**src/rtl/dcache_assoc_frames.sv**
```systemverilog
// Set-associative dcache frame array with true-LRU ages; sequences refills, victim writebacks
// and, when DCACHE_FLUSH_EN is defined, a full-cache flush of dirty frames.
module dcache_assoc_frames #(
  parameter int SETS  = 8,
  parameter int WAYS  = 2,
  parameter int WORDS = 2
) (
  input  logic                                       CLK,
  input  logic                                       RST,
  input  logic [31:0]                                addr,
  input  logic                                       ren,
  input  logic                                       wen,
  input  logic [31:0]                                wdata,
  output logic                                       hit,
  output logic [$clog2(WAYS)-1:0]                    hit_way,
  output logic [31:0]                                rdata,
  output logic [$clog2(WAYS)-1:0]                    victim_way,
  output logic                                       victim_dirty,
  output logic [29-$clog2(WORDS)-$clog2(SETS):0]     victim_tag,
  input  logic                                       fill_start,
  input  logic                                       fill_valid,
  input  logic [31:0]                                fill_data,
  output logic                                       fill_done,
  input  logic                                       wb_start,
  output logic                                       wb_valid,
  output logic [31:0]                                wb_addr,
  output logic [31:0]                                wb_data,
  input  logic                                       wb_ack,
  output logic                                       wb_done,
  input  logic                                       flush_start,
  output logic                                       flush_busy,
  output logic                                       flush_done,
  output logic                                       busy
);
  localparam int OW = $clog2(WORDS);
  localparam int IW = $clog2(SETS);
  localparam int WW = $clog2(WAYS);
  localparam int TW = 30 - OW - IW;
  localparam logic [2:0] IDLE = 3'd0, FILL = 3'd1, WB = 3'd2, FLUSH_SCAN = 3'd3, FLUSH_WB = 3'd4;

  logic [2:0]                      state;
  logic [SETS-1:0][WAYS-1:0]       valid, dirty;
  logic [TW-1:0]                   tags [SETS][WAYS];
  logic [31:0]                     data [SETS][WAYS][WORDS];
  logic [WW-1:0]                   age  [SETS][WAYS];
  logic [IW-1:0]                   c_idx;
  logic [TW-1:0]                   c_tag;
  logic [WW-1:0]                   c_way;
  logic [OW-1:0]                   cnt;
  logic                            last_beat;

  logic [IW-1:0] a_idx;
  logic [TW-1:0] a_tag;
  logic [OW-1:0] a_off;
  logic          hit_any, inv_found;
  logic [WW-1:0] hw, vw;
  logic          t_en;
  logic [IW-1:0] t_idx;
  logic [WW-1:0] t_way;
  logic          unused_bits;

  assign a_idx     = addr[2+OW +: IW];
  assign a_tag     = addr[31 -: TW];
  assign a_off     = addr[2 +: OW];
  assign busy      = state != IDLE;
  assign last_beat = cnt == OW'(WORDS-1);

  always_comb begin
    hit_any   = 1'b0;
    hw        = '0;
    inv_found = 1'b0;
    vw        = '0;
    for (int w = WAYS-1; w >= 0; w--) begin
      if (valid[a_idx][w] && tags[a_idx][w] == a_tag) begin
        hit_any = 1'b1;
        hw      = WW'(w);
      end
      if (!valid[a_idx][w]) begin
        inv_found = 1'b1;
        vw        = WW'(w);
      end
    end
    // With every way valid the ages form a permutation, so the unique maximum is the LRU way.
    if (!inv_found)
      for (int w = 0; w < WAYS; w++)
        if (age[a_idx][w] > age[a_idx][vw]) vw = WW'(w);
  end

  assign hit          = hit_any && !busy;
  assign hit_way      = hit ? hw : '0;
  assign rdata        = hit ? data[a_idx][hw][a_off] : '0;
  assign victim_way   = vw;
  assign victim_dirty = dirty[a_idx][vw];
  assign victim_tag   = tags[a_idx][vw];

  assign wb_valid = (state == WB && dirty[c_idx][c_way]) || state == FLUSH_WB;
  assign wb_addr  = wb_valid ? {tags[c_idx][c_way], c_idx, cnt, 2'b00} : '0;
  assign wb_data  = wb_valid ? data[c_idx][c_way][cnt] : '0;

  always_comb begin
    t_en  = 1'b0;
    t_idx = a_idx;
    t_way = hw;
    if ((ren || wen) && hit) t_en = 1'b1;
    if (state == FILL && fill_valid && last_beat) begin
      t_en  = 1'b1;
      t_idx = c_idx;
      t_way = c_way;
    end
  end

`ifdef DCACHE_FLUSH_EN
  logic [IW+WW-1:0] fptr;
  logic [IW-1:0]    f_set;
  logic [WW-1:0]    f_way;
  assign f_set       = fptr[WW +: IW];
  assign f_way       = fptr[WW-1:0];
  assign flush_busy  = state == FLUSH_SCAN || state == FLUSH_WB;
  assign unused_bits = ^addr[1:0];
`else
  assign flush_busy  = 1'b0;
  assign flush_done  = 1'b0;
  assign unused_bits = ^{addr[1:0], flush_start};
`endif

  always_ff @(posedge CLK) begin
    fill_done <= 1'b0;
    wb_done   <= 1'b0;
`ifdef DCACHE_FLUSH_EN
    flush_done <= 1'b0;
`endif
    if (RST) begin
      state <= IDLE;
      cnt   <= '0;
      c_idx <= '0;
      c_tag <= '0;
      c_way <= '0;
      valid <= '0;
      dirty <= '0;
`ifdef DCACHE_FLUSH_EN
      fptr  <= '0;
`endif
      for (int s = 0; s < SETS; s++)
        for (int w = 0; w < WAYS; w++) begin
          tags[s][w] <= '0;
          age[s][w]  <= WW'(WAYS-1-w);
          for (int k = 0; k < WORDS; k++) data[s][w][k] <= '0;
        end
    end else begin
      if (t_en)
        for (int w = 0; w < WAYS; w++)
          if (WW'(w) == t_way) age[t_idx][w] <= '0;
          else if (age[t_idx][w] < age[t_idx][t_way]) age[t_idx][w] <= age[t_idx][w] + 1'b1;
      case (state)
        IDLE: begin
          cnt <= '0;
`ifdef DCACHE_FLUSH_EN
          if (flush_start) begin
            fptr  <= '0;
            state <= FLUSH_SCAN;
          end else
`endif
          if (wb_start) begin
            c_idx <= a_idx;
            c_way <= vw;
            state <= WB;
          end else if (fill_start) begin
            c_idx            <= a_idx;
            c_tag            <= a_tag;
            c_way            <= vw;
            valid[a_idx][vw] <= 1'b0;
            state            <= FILL;
          end else if (wen && hit) begin
            data[a_idx][hw][a_off] <= wdata;
            dirty[a_idx][hw]       <= 1'b1;
          end
        end
        FILL: if (fill_valid) begin
          data[c_idx][c_way][cnt] <= fill_data;
          cnt <= cnt + 1'b1;
          if (last_beat) begin
            valid[c_idx][c_way] <= 1'b1;
            dirty[c_idx][c_way] <= 1'b0;
            tags[c_idx][c_way]  <= c_tag;
            state               <= IDLE;
            fill_done           <= 1'b1;
          end
        end
        WB: begin
          if (!dirty[c_idx][c_way]) begin
            state   <= IDLE;
            wb_done <= 1'b1;
          end else if (wb_ack) begin
            cnt <= cnt + 1'b1;
            if (last_beat) begin
              dirty[c_idx][c_way] <= 1'b0;
              state               <= IDLE;
              wb_done             <= 1'b1;
            end
          end
        end
`ifdef DCACHE_FLUSH_EN
        FLUSH_SCAN: begin
          if (dirty[f_set][f_way]) begin
            c_idx <= f_set;
            c_way <= f_way;
            cnt   <= '0;
            state <= FLUSH_WB;
          end else if (&fptr) begin
            state      <= IDLE;
            flush_done <= 1'b1;
          end else fptr <= fptr + 1'b1;
        end
        FLUSH_WB: if (wb_ack) begin
          cnt <= cnt + 1'b1;
          if (last_beat) begin
            dirty[c_idx][c_way] <= 1'b0;
            if (&fptr) begin
              state      <= IDLE;
              flush_done <= 1'b1;
            end else begin
              fptr  <= fptr + 1'b1;
              state <= FLUSH_SCAN;
            end
          end
        end
`endif
        default: state <= IDLE;
      endcase
    end
  end
endmodule

```
**config.mk**
```make
export PLATFORM = sky130hd
export DESIGN_NAME = dcache_assoc_frames
export DESIGN_NICKNAME = d
export VERILOG_FILES = /design/src/rtl/dcache_assoc_frames.sv
export SDC_FILE = /design/constraint.sdc
export NUM_CORES = 2
export LEC_CHECK = 0
export BUFFER_PORTS_ARGS = -buffer_cell sky130_fd_sc_hd__buf_2
export CORE_ASPECT_RATIO = 0.75
export CORE_MARGIN = 4
export CORE_UTILIZATION = 35
export DETAILED_ROUTE_END_ITERATION = 10
export PLACE_DENSITY_LB_ADDON = 0.15
export SETUP_SLACK_MARGIN = 0.5
export SLEW_MARGIN = 20
export SYNTH_ARGS = -nofsm -noshare
export SYNTH_HDL_FRONTEND = slang
export SYNTH_SLANG_ARGS = --single-unit
```
**constraint.sdc**
```tcl
create_clock -name CLK -period 6.2 [get_ports CLK]
set_input_delay 0.93 -clock CLK [delete_from_list [all_inputs] [get_ports CLK]]
set_output_delay 0.93 -clock CLK [all_outputs]
set_load 0.05 [all_outputs]
```
## Word-level counts from Yosys, hierarchy flattened

Memory sizes are Yosys's and may differ from the RTL's. A register that Yosys moved wholly into a read port is not among the register bits.
Cells that the tools add are included.

- Register bits after elaboration: 68
- RAM bits: 1456
- Output and inout port bits: 132
- Logic and storage cells: 284
- Memories kept: 3

Memory list:

| memory | words | width | read ports | clocked after Yosys merged registers in | wr ports | line | source |
|---|---|---|---|---|---|---|---|
| data | 8 | 128 | 2 | 1 | 8 | 44 | `logic [31:0] data [SETS][WAYS][WORDS];` |
| tags | 8 | 52 | 2 | 1 | 8 | 43 | `logic [TW-1:0] tags [SETS][WAYS];` |
| age | 8 | 2 | 2 | 0 | 8 | 45 | `logic [WW-1:0] age [SETS][WAYS];` |

- Add/sub/neg operators: 3
- Magnitude comparators: 26
- Eq/ne operators: 15
- Mux-type cells: 160
- Bitwise gates (word level): 18
- Reduce and logical (&&, ||, !) cells: 36

Operators with widths:

| kind | count |
|---|---|
| 2-to-1 mux 128 bit | 6 |
| 2-to-1 mux 64 bit | 8 |
| 2-to-1 mux 32 bit | 11 |
| OR reduction 128 bit | 2 |
| 2-to-1 mux 26 bit | 7 |
| 2-to-1 mux 16 bit | 11 |
| 2-to-1 mux 52 bit | 3 |
| demux 64 bit (select 1 bit) | 2 |
| 2-to-1 mux 1 bit | 71 |
| demux 32 bit (select 1 bit) | 2 |
| equality test 26 bit | 2 |
| OR reduction 52 bit | 1 |
| 2-to-1 mux 3 bit | 17 |
| case mux 16 bit (3 select lines) | 1 |
| AND 16 bit | 2 |
| inverter 16 bit | 2 |
| bitwise OR 16 bit | 2 |
| case mux 16 bit (2 select lines) | 1 |
| demux 26 bit (select 1 bit) | 1 |
| binary-select mux 2 bit (select 3 bit) | 3 |
| demux 2 bit (select 3 bit) | 3 |
| logical AND 1 bit | 17 |
| greater-or-equal comparator 2 bit (second input constant) | 8 |
| 2-to-1 mux 2 bit | 8 |
| other kinds (31) | 67 |

## Depth between registers and ports, before layout

- Depth in word-level cells: 29
- Gate-level depth with buffers: 16
- Depth with buffers taken out: 9

## Worst setup path before layout

No wires, ideal clock.

- Path kind: input port to flip-flop
- From: input addr[4]
- To: memory data[1][32] (netlist name) (enable)
- Arrival: 5.850 ns
- Required time: 5.734 ns
- Slack: -0.116 ns
- Cell stages on the path: 14
- Path through: buf_4 -> buf_2 -> buf_2 -> mux2_2 -> o22ai_1 -> nor3_1 -> nor4_1 -> nand4_1 -> nor4_4 -> o41a_1 -> buf_6 -> a22oi_2 -> buf_4 -> o21ai_0

RTL lines:

| what | line | source |
|---|---|---|
| start: declaration | 10 | `input logic [31:0] addr,` |
| end: declaration | 44 |  |

## Final worst setup path

- From: input addr[4]
- To: output rdata[26]

- Longest elaborated chain between the ends: 13
- Elaborated cells on any way between the ends: 20
- Classes of those cells: 2 x eq/ne; 12 x mux; 1 x bitwise; 3 x reduce/logical; 2 x memory

RTL lines:

| what | line | source |
|---|---|---|
| memory read (8 x 52 bit) or binary-select mux 2 bit (select 3 bit) (tied branches) | n/a |  |
| equality test 26 bit or 2-to-1 mux 2 bit (tied branches) | 74 | `if (valid[a_idx][w] && tags[a_idx][w] == a_tag) begin` |
| logical AND 1 bit | 74 |  |
| 2-to-1 mux 1 bit (2 in a row) | 74 |  |
| inverter 1 -> 2 bit (implied by the code) | 91 | `assign rdata = hit ? data[a_idx][hw][a_off] : '0;` |
| 2-to-1 mux 64 bit (implied by the code) (3 in a row) | 91 |  |
| 2-to-1 mux 32 bit (implied by the code) (3 in a row) | 91 |  |
| 2-to-1 mux 32 bit (*) | 91 |  |
| end: declaration | 16 | `output logic [31:0] rdata,` |

Every way passes the cells marked *; elsewhere a longest branch is shown, timed or not. The select of a mux whose other input is x is not followed.

==> impl_results.md <==
- Via Count: 61.6k
- Mean post-synth cell area: between 10 and 15 µm²
- Clock tree buffer depth: 3
- CP peak stage delay: approximately 0.71 ns
- CTS Hold Bufs: 0
- Vias in the first global route: around 58k
- Post-DR vias/cell: 6.47
- Max VDD drop: 0.328 mV
- Top post-synthesis cells by area: edfxtp_1 (54%), mux4_2 (16%), nor2_1 (4.3%)
- First-pass GRT wire length: 501000 µm
- Most Frequent Cell on Critical Path: buf_4
- Initial DRT Pass Iterations: 6
- Crit Path Max Fanout: 25
- Fraction of post-synthesis cell area in the top cell type by area: between 50 and 60%
- Primary FF master, synth: edfxtp_1
- Final Cell Area: approximately 95000 µm²
- CP Data Arrival Time: 4.87 ns
- Worst-path cell with the longest stage delay: nor3_1
- # DRC: 0
- Nature of the critical path endpoint: output pin
- Core area: between 200000 and 250000 µm²
- Hold Path Class: primary input to flip-flop
- Clock Skew: between 0.06 and 0.07 ns
- Gr ovfl total: 0
- Commonest non-fill, non-tap cell in the layout: edfxtp_1
- Cell taking the most area after synthesis: edfxtp_1
- Status: completed
- Fmax: 0.173 GHz
- Initial antenna violation count: 30
- Post-detail-place hpwl: ~230000 µm
- Num CTS Buffers: 168
- Most frequent cells in the layout: edfxtp_1 (1455), nor2_1 (906), mux4_2 (557)
- Post-Synthesis Cell Area: between 80000 and 90000 µm²
- Crit path time final: just under 6 ns
- Power, Total: approximately 25 mW
- Slew margin rel.: a little under a quarter
- Final GP Congestion: approximately 0.9
- Unrepaired setup endpoints after global routing: yes
- Fin crit share: roughly 93%
- Kind of critical path: primary input to output pin
- WL final: 371000 µm
- # setup viols final: 0
- Seq/Total Area, Yosys: around 56%
- R2r setup slk: roughly 1.7 ns
- Final Net Count: 6394
- Worst path cell trace: buf_16 > buf_4 > clkinv_1 > buf_4 > nand2_4 > buf_4 > buf_4 > o22a_1 > o221ai_1 > nor3_1 > mux2i_1 > o22ai_1 > buf_4 > buf_12
- Row count: between 150 and 200
- Clk pwr share: approximately two fifths
- Max-Cap Viols: 0
- # port buffers: around 230
- Starting Density: a little over a third
- Syn-to-layout area delta: 17.6%
- Post-synth EDFFs: 1455
- Reg power frac: a little under half
- Placed cell area: 88600 µm²
- Net switching power: roughly 7.1 mW
- Final Hold Slack: between 0.3 and 0.4 ns
- Clock sinks: 1527
- Largest net degree at the start of global routing: 96
- Final core occ: 41.4%
- Yosys cell types: 77
- Fraction of layout cells with a size suffix above 1: a little over 30%
- Htree depth: 4
- Synth Warn #: 0
- Clock slew at reported path FFs: around 0.060 ns
- DIE WIDTH: around 560 µm
- Fraction of registers with async set/reset: 0%
- CTS tree: yes
- Comb power frac: between 10% and 20%
- DIE HEIGHT: about 420 µm
- Mapped Cells: 6055
- Clock Latency Late Sink: 0.88 ns
- Leak: 32.7 nW
- # IOs: roughly 240
- DR WL/cell: between 30 and 40 µm
- Critical Path RT: 5.27 ns
- Pins Over Slew Limit: 0
- Tot GR Track Use: between 30% and 40%
- Pwr/cell area: about 270 nW/µm²
- Net Sw Frac: around 28%
- Clock Tree Root: clkbuf_16
- Antenna viol nets, final: 0
- Slew @ Worst Pin: 1.13 ns
- Die Area: between 200000 and 250000 µm²
- Crit start category: primary input
- Initial DRC count: between 9k and 10k
- Pint: approximately 18 mW
- Fin. Hold Viols: 0
- Flops & latches, synth: 1527
[final cells by class]
cell class	instances	area (µm²)
Fill cell	21144	134000
Inverter	23	95.1
Clock buffer	218	4410
Clock inverter	89	783
Antenna cell	11	27.5
Timing Repair Buffer	717	6540
Multi-Input combinational cell	3852	33700
Sequential cell	1527	45200
Tap cell	3080	3850
[layer usage]
layer	GRT usage (%)	part of all wire, %
met5	0	0.010
met4	11.3	4.2
met3	9.63	13
met2	42.4	41
met1	44.0	41
[power by group through the flow]
stage / Sequential [mW] / Combinational (mW) / Clock, mW
2_1_floorplan: 11.9 / 1.87 / 0
3_3_place_gp: 12.0 / 3.38 / 0
3_5_place_dp: 12.0 / 3.39 / 0
4_1_cts: 11.8 / 3.43 / 9.93
5_1_grt: 11.9 / 3.61 / 10.3
6_report: 11.8 / 3.56 / 9.84
[cell usage after synthesis, drive strengths merged (4+ instances only)]
master  number
edfxtp    1455
nor2       919
mux4       557
clkbuf     426
nor3       324
and2       298
o22ai      277
buf        231
nand2      224
mux2i      215
a21oi      174
and3       146
mux2       137
o21ai      110
dfxtp       72
o221ai      64
nor4        42
nand3       38
nor2b       36
xnor2       36
or2         28
a211oi      26
a22oi       23
o22a        23
inv         21
o21a        19
a221oi      17
a22o        12
nand2b       9
o21bai       9
a21o         8
nand4        8
a31oi        7
a221o        4
a311oi       4
and4         4
[registers in the layout (all words and copies together) (netlist names), 3 cells and up, named ones only]
name	count
data	1024
tags	416
c_tag	26
age	16
dirty	16
valid	16
c_idx	3
state	3
[logic make-up (layout without fill, tap and decap cells)]
kind of cell,count (synthesis),in the layout,share of synthesized area (%)
and+or+nand+nor,2092,2092,13.0
DFF,1527,1527,56.1
muxes,909,909,20.2
AOI/OAI and AO/OA,807,807,6.47
buffers and inverters,680,1047,3.73
xor gates and xnor gates,38,38,0.414
adders and majority gates,1,1,0.0125
other,1,16,0.00466
[path summary, 6_finish.rpt]
check,cells after the start,from,endpoint
hold reg to reg,2,dirty[12]$_SDFFE_PP0P_,dirty[12]$_SDFFE_PP0P_
hold / removal,3,addr[15],c_tag[9]$_SDFFE_PP0P_
setup / recovery,14,addr[4],rdata[26]
setup reg to reg,7,state[0]$_SDFFE_PP0P_,tags[3][17]$_SDFFCE_PN0P_
[through the flow]
stage | cells | setup WS, ns | setup TNS (ns)
final | 9517 | 0.405 | 0
after global placement | 9173 | -0.404 | -1.79
after detailed placement | 9178 | -0.279 | -0.689
after floorplan | 6059 | -0.116 | -14.81
after global routing | 9510 | 0.475 | 0
after CTS | 9488 | 0.399 | 0
[repair_timing]
item,4_1_cts,5_1_grt
setup buffers,1,12
pin swaps,2,6
gates resized for setup,33,47
endpoints found under the setup margin,50,25
gates cloned,2,1
[critical path: cells and delay by family]
kind / cells / cell delay (ns)
buffers and inverters: 8 / 1.95
AND/OR/NAND/NOR: 2 / 1.16
AO/OA/AOI/OAI: 3 / 0.58
multiplexers: 1 / 0.17
(Power assumes the default switching activity.)
